==> config.mk <==
export PLATFORM = sky130hd
export DESIGN_NAME = r_gpr_bank_flat
export DESIGN_NICKNAME = d
export VERILOG_FILES = /design/src/rtl/r_gpr_bank_if.sv /design/src/rtl/r_gpr_bank.sv /design/src/flat_wrapper.sv
export SDC_FILE = /design/constraint.sdc
export NUM_CORES = 1
export LEC_CHECK = 0
export ABC_AREA = 1
export CAP_MARGIN = 20
export CORE_MARGIN = 2
export CORE_UTILIZATION = 53
export CTS_BUF_LIST = sky130_fd_sc_hd__clkbuf_4 sky130_fd_sc_hd__clkbuf_8
export DETAILED_ROUTE_END_ITERATION = 8
export HOLD_SLACK_MARGIN = 0.05
export PLACE_DENSITY_LB_ADDON = 0.12
export SYNTH_ARGS = -nofsm -noshare
export SYNTH_HDL_FRONTEND = slang
export SYNTH_SLANG_ARGS = --single-unit
==> constraint.sdc <==
create_clock -name clk -period 1.8 [get_ports clk]
set_input_delay 0.36 -clock clk [delete_from_list [all_inputs] [get_ports clk]]
set_output_delay 0.36 -clock clk [all_outputs]
set_load 0.005 [all_outputs]
==> src/rtl/r_gpr_bank_if.sv <==
// Register bank bus: write port, count port, two read ports and the wrap pulse.
// Master drives the selects/data; slave is the register bank.
interface r_gpr_bank_if #(
    parameter int WIDTH = 8,
    parameter int DEPTH = 4
);
    localparam int AW = $clog2(DEPTH);

    logic             reg_load;
    logic [AW-1:0]    load_sel;
    logic [WIDTH-1:0] RegIn;
    logic             cnt_en;
    logic             cnt_dir;
    logic [AW-1:0]    cnt_sel;
    logic [AW-1:0]    rd_a_sel;
    logic [AW-1:0]    rd_b_sel;
    logic [WIDTH-1:0] RegOutA;
    logic [WIDTH-1:0] RegOutB;
    logic             wrap_flag;

    modport master (
        output reg_load, load_sel, RegIn, cnt_en, cnt_dir, cnt_sel, rd_a_sel, rd_b_sel,
        input  RegOutA, RegOutB, wrap_flag
    );

    modport slave (
        input  reg_load, load_sel, RegIn, cnt_en, cnt_dir, cnt_sel, rd_a_sel, rd_b_sel,
        output RegOutA, RegOutB, wrap_flag
    );
endinterface

==> src/rtl/r_gpr_bank.sv <==
// General purpose register bank: one write port, one up/down count port,
// two combinational read ports with optional write forwarding.
module r_gpr_bank #(
    parameter int               WIDTH     = 8,
    parameter int               DEPTH     = 4,
    parameter int               BYPASS    = 1,
    parameter logic [WIDTH-1:0] RESET_VAL = '0
) (
    input  logic          clk,
    input  logic          rst,
    r_gpr_bank_if.slave   bus
);
    localparam int               AW  = $clog2(DEPTH);
    localparam logic [WIDTH-1:0] ONE = WIDTH'(1);

    logic [WIDTH-1:0] regs [DEPTH];
    logic [WIDTH-1:0] cnt_cur;
    logic [WIDTH-1:0] cnt_nxt;
    logic             load_act;
    logic             cnt_act;
    logic             wrap_flag_q;
    logic             byp_a;
    logic             byp_b;

    // True when stepping v in the given direction crosses the modulo boundary.
    function automatic logic count_wraps(input logic [WIDTH-1:0] v, input logic dir);
        return dir ? (&v) : (v == '0);
    endfunction

    assign load_act = !bus.reg_load;
    assign cnt_cur  = regs[bus.cnt_sel];
    assign cnt_nxt  = bus.cnt_dir ? (cnt_cur + ONE) : (cnt_cur - ONE);
    // A load to the same register overrides the count entirely, wrap included.
    assign cnt_act  = !bus.cnt_en && !(load_act && (bus.load_sel == bus.cnt_sel));

    always_ff @(posedge clk or posedge rst) begin
        if (rst) begin
            for (int i = 0; i < DEPTH; i++) begin
                regs[i] <= RESET_VAL;
            end
            wrap_flag_q <= 1'b0;
        end else begin
            wrap_flag_q <= cnt_act && count_wraps(cnt_cur, bus.cnt_dir);
            for (int i = 0; i < DEPTH; i++) begin
                if (load_act && (bus.load_sel == AW'(i))) begin
                    regs[i] <= bus.RegIn;
                end else if (cnt_act && (bus.cnt_sel == AW'(i))) begin
                    regs[i] <= cnt_nxt;
                end
            end
        end
    end

    // Only loads are forwarded; a pending count is visible after the edge.
    assign byp_a = (BYPASS != 0) && load_act && (bus.rd_a_sel == bus.load_sel);
    assign byp_b = (BYPASS != 0) && load_act && (bus.rd_b_sel == bus.load_sel);

    assign bus.RegOutA   = byp_a ? bus.RegIn : regs[bus.rd_a_sel];
    assign bus.RegOutB   = byp_b ? bus.RegIn : regs[bus.rd_b_sel];
    assign bus.wrap_flag = wrap_flag_q;
endmodule

==> src/flat_wrapper.sv <==
// flat-port wrapper written by rule: the top's interface ports become plain ports
module r_gpr_bank_flat 
#(
    parameter int               WIDTH     = 8,
    parameter int               DEPTH     = 4,
    parameter int               BYPASS    = 1,
    parameter logic [WIDTH-1:0] RESET_VAL = '0
)
  (clk, rst, bus_reg_load, bus_load_sel, bus_RegIn, bus_cnt_en, bus_cnt_dir, bus_cnt_sel, bus_rd_a_sel, bus_rd_b_sel, bus_RegOutA, bus_RegOutB, bus_wrap_flag);
  r_gpr_bank_if #(.WIDTH(WIDTH), .DEPTH(DEPTH)) bus_i ();
  input  logic clk;
  input  logic rst;
  input wire logic [$bits(bus_i.reg_load)-1:0] bus_reg_load;
  input wire logic [$bits(bus_i.load_sel)-1:0] bus_load_sel;
  input wire logic [$bits(bus_i.RegIn)-1:0] bus_RegIn;
  input wire logic [$bits(bus_i.cnt_en)-1:0] bus_cnt_en;
  input wire logic [$bits(bus_i.cnt_dir)-1:0] bus_cnt_dir;
  input wire logic [$bits(bus_i.cnt_sel)-1:0] bus_cnt_sel;
  input wire logic [$bits(bus_i.rd_a_sel)-1:0] bus_rd_a_sel;
  input wire logic [$bits(bus_i.rd_b_sel)-1:0] bus_rd_b_sel;
  output wire logic [$bits(bus_i.RegOutA)-1:0] bus_RegOutA;
  output wire logic [$bits(bus_i.RegOutB)-1:0] bus_RegOutB;
  output wire logic [$bits(bus_i.wrap_flag)-1:0] bus_wrap_flag;
  assign bus_i.reg_load = bus_reg_load;
  assign bus_i.load_sel = bus_load_sel;
  assign bus_i.RegIn = bus_RegIn;
  assign bus_i.cnt_en = bus_cnt_en;
  assign bus_i.cnt_dir = bus_cnt_dir;
  assign bus_i.cnt_sel = bus_cnt_sel;
  assign bus_i.rd_a_sel = bus_rd_a_sel;
  assign bus_i.rd_b_sel = bus_rd_b_sel;
  assign bus_RegOutA = bus_i.RegOutA;
  assign bus_RegOutB = bus_i.RegOutB;
  assign bus_wrap_flag = bus_i.wrap_flag;
  r_gpr_bank #(.WIDTH(WIDTH), .DEPTH(DEPTH), .BYPASS(BYPASS), .RESET_VAL(RESET_VAL)) u_core (.clk(clk), .rst(rst), .bus(bus_i));
endmodule
==> flow_summary_export.csv, run 1 <==
group,metric,value,unit
grt,grt.overflow.total,0,
critical_path,critPathKind,"reg2reg",
sta,skew,11.9,ps
power,power.switching,0.00248,W
critical_path,worstPathRequired,2030,ps
yosys,synthDistinctLibCells,31,
sta,fin_crit_sh,130,%
yosys,netlist_area,3110,um2
final_layout,layout-drive-gt1-share,49.6,%
power,p_leak,2.50,nW
clock_network,h-tree-depth,2,
power,seqPwrFrac,22.8,%
floorplanning,io_pins,38,
run,maxCapViolCount,0,
clock_network,cts_root_buf,"clkbuf_8",
critical_path,worstPathCellList,"nand2_1 -> and2_1 -> nand2_2 -> ha_4 -> nand2_1 -> inv_2 -> nand4_1 -> nand3_2 -> xor2_2 -> nand2_1 -> nand3_1",
worst_hold_path,hold_class,"in2async",
grt,antenna_found_initial,1,
yosys,ys_ff_latch,33,
critical_path,end_kind,"flop",
sta,final.setup.worst_slack,-538,ps
detailed_routing,drtAntennaViolNets,0,
detailed_routing,avgViaCountPerCell,6.96,
critical_path,crit_path_frequent_cell,"nand2_1",
critical_path,slowest_delay,510,ps
detailed_routing,firstDrtPassIters,9,
clock_network,cts_max_path_buffers,2,
sta,whs,491,ps
detailed_routing,met2_length,7160,um
place,hpwlAfterDp,8620,um
power,clkPwrFrac,14.6,%
floorplanning,die_h,80.6,um
floorplanning,initial_core_util,55.7,%
sta,hold_viol,0,
critical_path,r2r_cells,11,
critical_path,crit_path_max_fanout,4,
yosys,synth_nets,511,
clock_network,cts_made_buffers,5,
sta,rsz0062_at_grt,"yes",
detailed_routing,drt-initial-drc-count,1077,
critical_path,worstReg2RegEnd,"u_core.regs[22]",
clock_network,cts_hold_buf,0,
detailed_routing,met1_length,5430,um
yosys,synth_area_leaders,"dfrtp_1, nand2_1, nand3_1",
floorplanning,rows,27,
floorplanning,die_w,80.6,um
power,cellPowerDensity,1050,nW/um2
detailed_routing,vias,4893,
detailed_routing,post_drt_wl_per_cell,25.5,um
yosys,async_flop_share,100,%
yosys,netlist_instances,482,
final_layout,diodes,0,
final_layout,area_growth,62.2,%
sta,max_clock_freq,0.428,GHz
place,post-place-ws,-960,ps
floorplanning,fp.dieArea,6490,um2
sta,worstMarginPinSlew,450,ps
place,gp_congestion,0.976,
detailed_routing,routed_wirelength,17900,um
run_status,failed_checks,"DRC, setup timing",
yosys,yosysWarnings,0,
sta,finalCriticalPeriod,2340,ps
grt,grt_pass1_wl,21000,um
final_layout,final_core_util,90.4,%
run_status,status,"finished, violations left",
detailed_routing,met3_length,3010,um
power,internal_power,0.00279,W
final_layout,final-instance-count-excl-fill,703,
yosys,synth_flop_cell,"dfrtp_1",
yosys,yosysSeqAreaShare,26.6,%
grt,grt_max_degree,34,
critical_path,reg2reg_from,"u_core.regs[21]",
critical_path,critical_path_buf_inv_count,1,
detailed_routing,drc,92,
final_layout,finalNetCount,659,
clock_network,clkTransAtPathRegs,80,ps
clock_network,cts_tree,"built",
critical_path,crit_arrival,2570,ps
power,ir_drop,0.000893,V
floorplanning,core-area,5570,um2
place,port_buffers,37,
power,p_sw_share,47.0,%
yosys,synth_enable_flop_cells,0,
sta,slew-limit-headroom,70.0,%
detailed_routing,top_layer_used,"met5",
critical_path,worstSetupStartpointType,"flop",
sta,drv_slew,0,
yosys,synth_top_area_share,26.6,%
sta,setup_viol,30,
clock_network,clock_latency,310,ps
grt,grt_pass1_vias,4149,
critical_path,timing.reg2reg.setup_slack,-540,ps
place,dp.cells,658,
critical_path,slowest_stage,"dfrtp_1",
clock_network,clock-sinks,33,
yosys,yosys.area.top_type,"dfrtp_1",
critical_path,path_delay_family,"simple AND/OR/NAND/NOR gates",
yosys,syn_avg_cell_area,6.45,um2
power,combPwrFrac,62.6,%
grt,grtUsageTotal,43.6,%
[cell usage in the layout, fill, tap and decap left out, types with 12 or more instances in the layout]
cell | synthesis | routed
buf_4 | 0 | 106
o21ai_0 | 25 | 14
dfrtp_1 | 33 | 33
a21oi_1 | 32 | 22
nand3_1 | 39 | 21
nand2_4 | 8 | 18
inv_1 | 50 | 30
buf_6 | 2 | 14
nand2_2 | 17 | 33
buf_2 | 4 | 17
inv_2 | 5 | 19
nand3_2 | 11 | 25
a31oi_1 | 18 | 12
nor2_1 | 48 | 38
nand2_1 | 138 | 112
[power by group through the flow]
stage | logic, W | clock network [W] | registers (W)
detailed placement | 0.00216 | 0 | 0.00114
finish | 0.00330 | 0.000772 | 0.00120
global placement | 0.00210 | 0 | 0.00114
CTS | 0.00249 | 0.000755 | 0.00114
global route | 0.00343 | 0.000791 | 0.00119
floorplan | 0.00121 | 0 | 0.00111
[metal layers]
metal / up-vias / global-route usage, %
met3: 276 / 12.1
met2: 614 / 68.2
li1: 1871 / -
met4: 2 / 28.0
met1: 2130 / 52.6
met5: - / 0
[Yosys cell counts, types with 2 or more instances]
cell type    n
ha_1         7
dfrtp_1     33
nor2_4       3
clkinv_2     4
buf_2        4
nand3_1     39
nand3_2     11
inv_2        5
nand2_4      8
nand2_1    138
buf_6        2
and2_1       2
nor3_2       4
a31oi_1     18
o2111ai_2    2
a21oi_1     32
clkbuf_1     8
inv_1       50
nor2_1      48
inv_4        2
o21ai_0     25
o211ai_1    10
nand2_2     17
xor2_1       3
[per-stage QoR]
stage	TNS, ps	total power (W)	area [um2]
floorplan	-1150	0.00231	3210
global placement	-34600	0.00324	4200
detailed placement	-36440	0.00330	4200
CTS	-880	0.00438	4710
global route	-7560	0.00541	5040
finish	-7180	0.00527	5040
[tightest hold or removal path: cells and delay by family]
kind,cells,cell delay [ps]
buf+inv,3,870
[flip-flops by register name, summed over array words and instances (netlist names)]
register / cells
u_core.regs: 32
u_core.bus.wrap_flag: 1
[final cells by class]
| cell class | instances | area, um2 |
|---|---|---|
| Tap cell | 72 | 90.1 |
| Timing Repair Buffer | 155 | 1220 |
| Multi-Input combinational cell | 373 | 2510 |
| Sequential cell | 33 | 826 |
| Fill cell | 235 | 534 |
| Inverter | 62 | 268 |
| Clock buffer | 7 | 90.1 |
| Clock inverter | 1 | 30.0 |
[worst max-delay path by stage]
stage	startpoint	endpoint	slack, ps	cells past startpoint
6_report	u_core.regs[21]	u_core.regs[22]	-540	11
2_1_floorplan	bus_cnt_sel[1]	u_core.regs[14]	-90	13
3_5_place_dp	bus_cnt_sel[0]	u_core.regs[15]	-960	13
3_3_place_gp	bus_cnt_sel[0]	u_core.regs[15]	-910	13
5_1_grt	u_core.regs[21]	u_core.regs[22]	-530	11
4_1_cts	bus_cnt_sel[1]	u_core.regs[31]	-130	15
[cells by family after synthesis]
family / synth area share [%]
buffers and inverters: 10.3
adder cells (fa/ha/maj): 3.46
AND/OR/NAND/NOR: 41.6
AO/OA/AOI/OAI: 16.9
flip-flops: 26.6
XOR/XNOR: 1.13
[timing repair]
action,in CTS,in global routing
gates resized for setup,155,104
gates cloned,1,0
pin swaps,47,57
endpoints found under the setup margin,49,41
setup buffers,29,15
Note: power is estimated with default switching activity, not from simulation.
==> run 2, diff against run 1 <==
Settings changed: CORE_UTILIZATION 53 to 59, DONT_BUFFER_PORTS set to 1, GPL_TIMING_DRIVEN set to 1.
==> run 2 against run 1 <==
Against the previous run:
- the run ends with setup timing left
- non-clock buffer count is 84 lower
- global-route usage is 7.7 points lower
- final cell count is 13% lower
- critical path type unchanged
- fmax is 17% higher
- combinational power is 29% lower
- first-iteration DRC count is 57% lower
==> flow_summary_export.csv, run 2 (synthesized netlist as in run 1, its figures left out) <==
group,metric,value,unit
sta,max_clock_freq,0.500,GHz
sta,slew-limit-headroom,55.6,%
final_layout,final_cell_mix,"nand2_1, buf_4, nor2_1",
final_layout,seqCellArea,826,um2
detailed_routing,firstDrtPassIters,7,
power,p_leak,2.03,nW
detailed_routing,vias,3617,
place,port_buffers,0,
grt,grt.overflow.total,0,
floorplanning,rows,26,
sta,final.setup.worst_slack,-199,ps
clock_network,clock_latency,280,ps
sta,setup_viol,17,
clock_network,h-tree-depth,2,
critical_path,crit_path_max_fanout,5,
sta,skew,2.98,ps
final_layout,final_core_util,78.1,%
sta,finalCriticalPeriod,2000,ps
critical_path,worstPathRequired,1960,ps
floorplanning,initial_core_util,60.8,%
final_layout,final-instance-count-excl-fill,615,
clock_network,clock-sinks,33,
detailed_routing,drc,0,
sta,hold_viol,0,
power,total_power,0.00398,W
final_layout,diodes,0,
run_status,failed_checks,"setup timing",
place,dp.cells,594,
clock_network,clkTransAtPathRegs,70,ps
clock_network,cts_max_path_buffers,2,
floorplanning,die_w,76.6,um
floorplanning,io_pins,38,
final_layout,finalNetCount,575,
final_layout,top_register,"u_core.regs",
detailed_routing,drt-initial-drc-count,460,
detailed_routing,routed_wirelength,10700,um
clock_network,cts_tree,"built",
final_layout,multi_input_area,2200,um2
final_layout,final_common_cell,"nand2_1",
grt,grt_pass1_wl,16600,um
sta,drv_slew,0,
floorplanning,die_h,76.6,um
grt,grt_pass1_vias,3413,
power,cellPowerDensity,998,nW/um2
final_layout,layout-drive-gt1-share,33.8,%
place,placedInstanceArea,3650,um2
run_status,status,"finished, violations left",
grt,grtUsageTotal,36.0,%
sta,fin_crit_sh,111,%
critical_path,critPathKind,"reg2reg",
grt,grt_max_degree,34,
final_layout,area_growth,28.3,%
final_layout,largest_reg_flops,32,
floorplanning,core-area,5110,um2
critical_path,worstSetupStartpointType,"flop",
critical_path,end_kind,"flop",
detailed_routing,avgViaCountPerCell,5.88,
place,gp_congestion,0.993,
clock_network,cts_made_buffers,5,
critical_path,crit_arrival,2160,ps
sta,rsz0062_at_grt,"yes",
detailed_routing,drtAntennaViolNets,0,
detailed_routing,post_drt_wl_per_cell,17.3,um
place,hpwlAfterDp,7630,um
worst_hold_path,hold_class,"in2async",
power,ir_drop,0.000709,V
grt,antenna_found_initial,0,
floorplanning,fp.dieArea,5860,um2
final_layout,fillers,397,
sta,worstMarginPinSlew,666,ps
clock_network,cts_root_buf,"clkbuf_8",
clock_network,cts_hold_buf,0,
run,maxCapViolCount,0,
final_layout,fin_area,3990,um2
[run 2: path summary, 6_finish.rpt]
path / startpoint / cells after the start / to / slack, ps
setup / recovery: u_core.regs[3] / 12 / u_core.regs[20] / -200
hold / removal: rst / 2 / u_core.regs[29] / 60
setup reg to reg: u_core.regs[3] / 12 / u_core.regs[20] / -200
hold reg to reg: u_core.regs[5] / 2 / u_core.regs[5] / 530
max in group asynchronous: rst / 2 / u_core.regs[8] / 1410
min in group clk: bus_RegIn[1] / 2 / u_core.regs[17] / 210
[run 2: cell type report]
class | instances | share of cell area, %
multi-input combinational | 373 | 55.3
sequential | 33 | 20.7
timing repair buffer | 71 | 13.7
inverter | 62 | 6.28
tap | 70 | 2.20
clock buffer | 5 | 1.73
clock inverter | 1 | 0.126
[run 2: metal layers]
layer / vias up / track usage (%) / wire (um)
li1: 1695 / - / -
met4: 0 / 12.9 / 475
met2: 242 / 56.8 / 4670
met5: - / 0 / 0
met3: 48 / 9.36 / 1290
met1: 1632 / 47.7 / 4220
[run 2: worst max-delay path, cell delays in order (launching register included)]
cell     delay [ps]
dfrtp_1         410
inv_2            90
nor2_1           60
a21oi_2         180
nand2_4          80
ha_4            310
inv_2            50
o21ai_2         120
a31oi_1          80
xor2_1          160
buf_4           160
nand2_1          80
nand3_1          90
[run 2: power breakdown]
group | internal, W | total [W] | switching [W]
Combinational | 0.00105 | 0.00233 | 0.00128
Sequential | 0.000951 | 0.00112 | 0.000168
Clock | 0.000255 | 0.000530 | 0.000275
[run 2: what timing repair did]
item | 4_1_cts | 5_1_grt
buffers inserted | 12 | 4
setup endpoints to repair | 20 | 27
pin swaps | 13 | 15
resized for setup | 13 | 28
[run 2: stage by stage]
step | hold WS [ps] | setup TNS [ps] | worst slack (ps)
final | 58.6 | -1970 | -199
after global routing | 86.5 | -3410 | -257
after CTS | 76.4 | -305 | -73.8
after detailed placement | 380 | -3230 | -247
after global placement | 373 | -2350 | -199
after floorplan | 452 | -1150 | -88.3
==> run 3, diff against run 2 <==
Settings changed: CORE_ASPECT_RATIO set to 0.6.
==> run 3 against run 2 <==
Against the previous run:
- the flow still finishes with violations (setup timing)
- fmax fell by 0.52%
- hold slack lost 9.0 ps
- critical path depth grew 1
- clock skew increased by 1.3 ps
- sequential cell count did not move
- non-clock buffer count down 12
- global-route usage increased by 1.9 points
- total power up 9.5%
- first-iteration DRC count grew 33%
- sequential power is essentially flat
- utilization increased by 1.8 points
- largest cell class unchanged
==> flow_summary_export.csv, run 3 (synthesized netlist as in run 1, its figures left out) <==
group,metric,value,unit
run_status,status,"finished, violations left",
run_status,failed_checks,"setup timing",
final_layout,final_common_cell,"nand2_1",
power,seqPwrFrac,25.4,%
critical_path,worstSetupStartpointType,"flop",
power,combPwrFrac,56.4,%
power,clkPwrFrac,18.2,%
power,p_leak,2.01,nW
clock_network,clkTransAtPathRegs,80,ps
grt,grtUsageTotal,37.9,%
grt,grt_max_degree,34,
clock_network,cts_max_path_buffers,2,
sta,skew,4.27,ps
critical_path,worstPathRequired,2040,ps
clock_network,cts_root_buf,"clkbuf_8",
sta,hold_viol,0,
sta,slew-limit-headroom,68.5,%
power,p_sw_share,43.1,%
critical_path,slowest_stage,"dfrtp_1",
grt,antenna_found_initial,0,
power,total_power,0.00436,W
grt,grt_pass1_wl,16800,um
sta,whs,49.6,ps
sta,worstMarginPinSlew,473,ps
final_layout,top_register,"u_core.regs",
detailed_routing,post_drt_wl_per_cell,19.7,um
critical_path,timing.reg2reg.setup_slack,-210,ps
clock_network,cts_tree,"built",
floorplanning,initial_core_util,61.2,%
power,cellPowerDensity,1070,nW/um2
floorplanning,rows,20,
clock_network,cts_made_buffers,5,
run,maxCapViolCount,0,
detailed_routing,drc,0,
sta,drv_slew,0,
clock_network,cts_hold_buf,0,
final_layout,largest_reg_flops,32,
detailed_routing,drtAntennaViolNets,0,
detailed_routing,met3_length,1670,um
place,hpwlAfterDp,8240,um
clock_network,clock_latency,300,ps
sta,setup_viol,20,
detailed_routing,drt-initial-drc-count,611,
detailed_routing,met1_length,4560,um
critical_path,crit_arrival,2250,ps
sta,rsz0062_at_grt,"yes",
final_layout,finalNetCount,563,
power,internal_power,0.00248,W
floorplanning,die_w,97.7,um
worst_hold_path,hold_class,"in2async",
critical_path,critPathKind,"reg2reg",
sta,final.setup.worst_slack,-209,ps
critical_path,slowest_delay,400,ps
floorplanning,io_pins,38,
sta,finalCriticalPeriod,2010,ps
critical_path,end_kind,"flop",
floorplanning,die_h,60.2,um
place,gp_congestion,1.01,
final_layout,area_growth,30.5,%
sta,max_clock_freq,0.498,GHz
grt,grt.overflow.total,0,
grt,grt_pass1_vias,3397,
final_layout,final_cell_mix,"nand2_1, buf_4, nor2_1",
detailed_routing,firstDrtPassIters,5,
detailed_routing,top_layer_used,"met4",
critical_path,crit_path_max_fanout,4,
final_layout,fillers,369,
floorplanning,core-area,5080,um2
clock_network,h-tree-depth,2,
clock_network,clock-sinks,33,
place,port_buffers,0,
final_layout,layout-drive-gt1-share,34.2,%
detailed_routing,vias,3712,
detailed_routing,avgViaCountPerCell,6.18,
power,power.switching,0.00188,W
detailed_routing,routed_wirelength,11900,um
detailed_routing,met2_length,5170,um
power,ir_drop,0.000721,V
sta,fin_crit_sh,112,%
final_layout,diodes,0,
critical_path,worstPathCellList,"inv_2 -> nor2_2 -> a21oi_2 -> nand2_4 -> ha_4 -> buf_4 -> nand2_4 -> inv_2 -> a21oi_4 -> nand2_1 -> nand2_2 -> nand3_2 -> nand3_2",
floorplanning,fp.dieArea,5880,um2
run 3: per-stage QoR:
step / std cells / util (%) / setup WS [ps] / TNS, ps / instance area (um2)
floorplan: 482 / - / -88.3 / -1150 / 3210
global placement: 587 / 71.4 / -280 / -5090 / 3630
detailed placement: 587 / 71.4 / -310 / -6180 / 3630
CTS: 595 / 75.0 / -123 / -1570 / 3810
global route: 601 / 79.8 / -268 / -4080 / 4060
finish: 601 / 79.8 / -209 / -2910 / 4060
run 3: final cells by class:
class | count | area, um2 | share of cell area (%)
inverter | 62 | 255 | 6.29
tap | 66 | 82.6 | 2.04
clock buffer | 7 | 90.1 | 2.22
multi-input combinational | 373 | 2300 | 56.6
clock inverter | 1 | 30.0 | 0.741
timing repair buffer | 59 | 475 | 11.7
sequential | 33 | 826 | 20.4
run 3: worst max-delay path: cells and delay by family (launching register included):
family	cells	cell delay, ps
AND/OR/NAND/NOR	7	640
flip-flops	1	400
adder cells (fa/ha/maj)	1	270
AO/OA/AOI/OAI	2	350
buffers and inverters	3	290
run 3: path summary, 6_finish.rpt:
| path | startpoint | end | depth (start not counted) |
|---|---|---|---|
| worst max register to register | u_core.regs[3] | u_core.regs[5] | 13 |
| max in group asynchronous | rst | u_core.regs[16] | 2 |
| worst max-delay path | u_core.regs[3] | u_core.regs[5] | 13 |
| worst min-delay path | rst | u_core.regs[3] | 2 |
| min in group clk | bus_RegIn[1] | u_core.regs[17] | 2 |
| worst min register to register | u_core.regs[20] | u_core.regs[20] | 2 |
run 3: metal layers:
metal  vias to the layer above  global-route usage [%]
met5                         -                       0
met1                      1698                    48.3
li1                       1669                       -
met2                       288                    59.4
met3                        57                    13.6
met4                         0                    16.3
run 3: timing repair:
item,in CTS,in global routing
buffers inserted,1,6
pin swaps,12,26
resized for setup,16,43
setup endpoints to repair,24,24
run 3: power groups by stage:
stage / Clock (W) / Sequential [W] / Combinational [W]
floorplan: 0 / 0.00111 / 0.00121
global placement: 0 / 0.00109 / 0.00192
detailed placement: 0 / 0.00110 / 0.00197
CTS: 0.000769 / 0.00109 / 0.00205
global route: 0.000794 / 0.00112 / 0.00263
finish: 0.000791 / 0.00111 / 0.00246
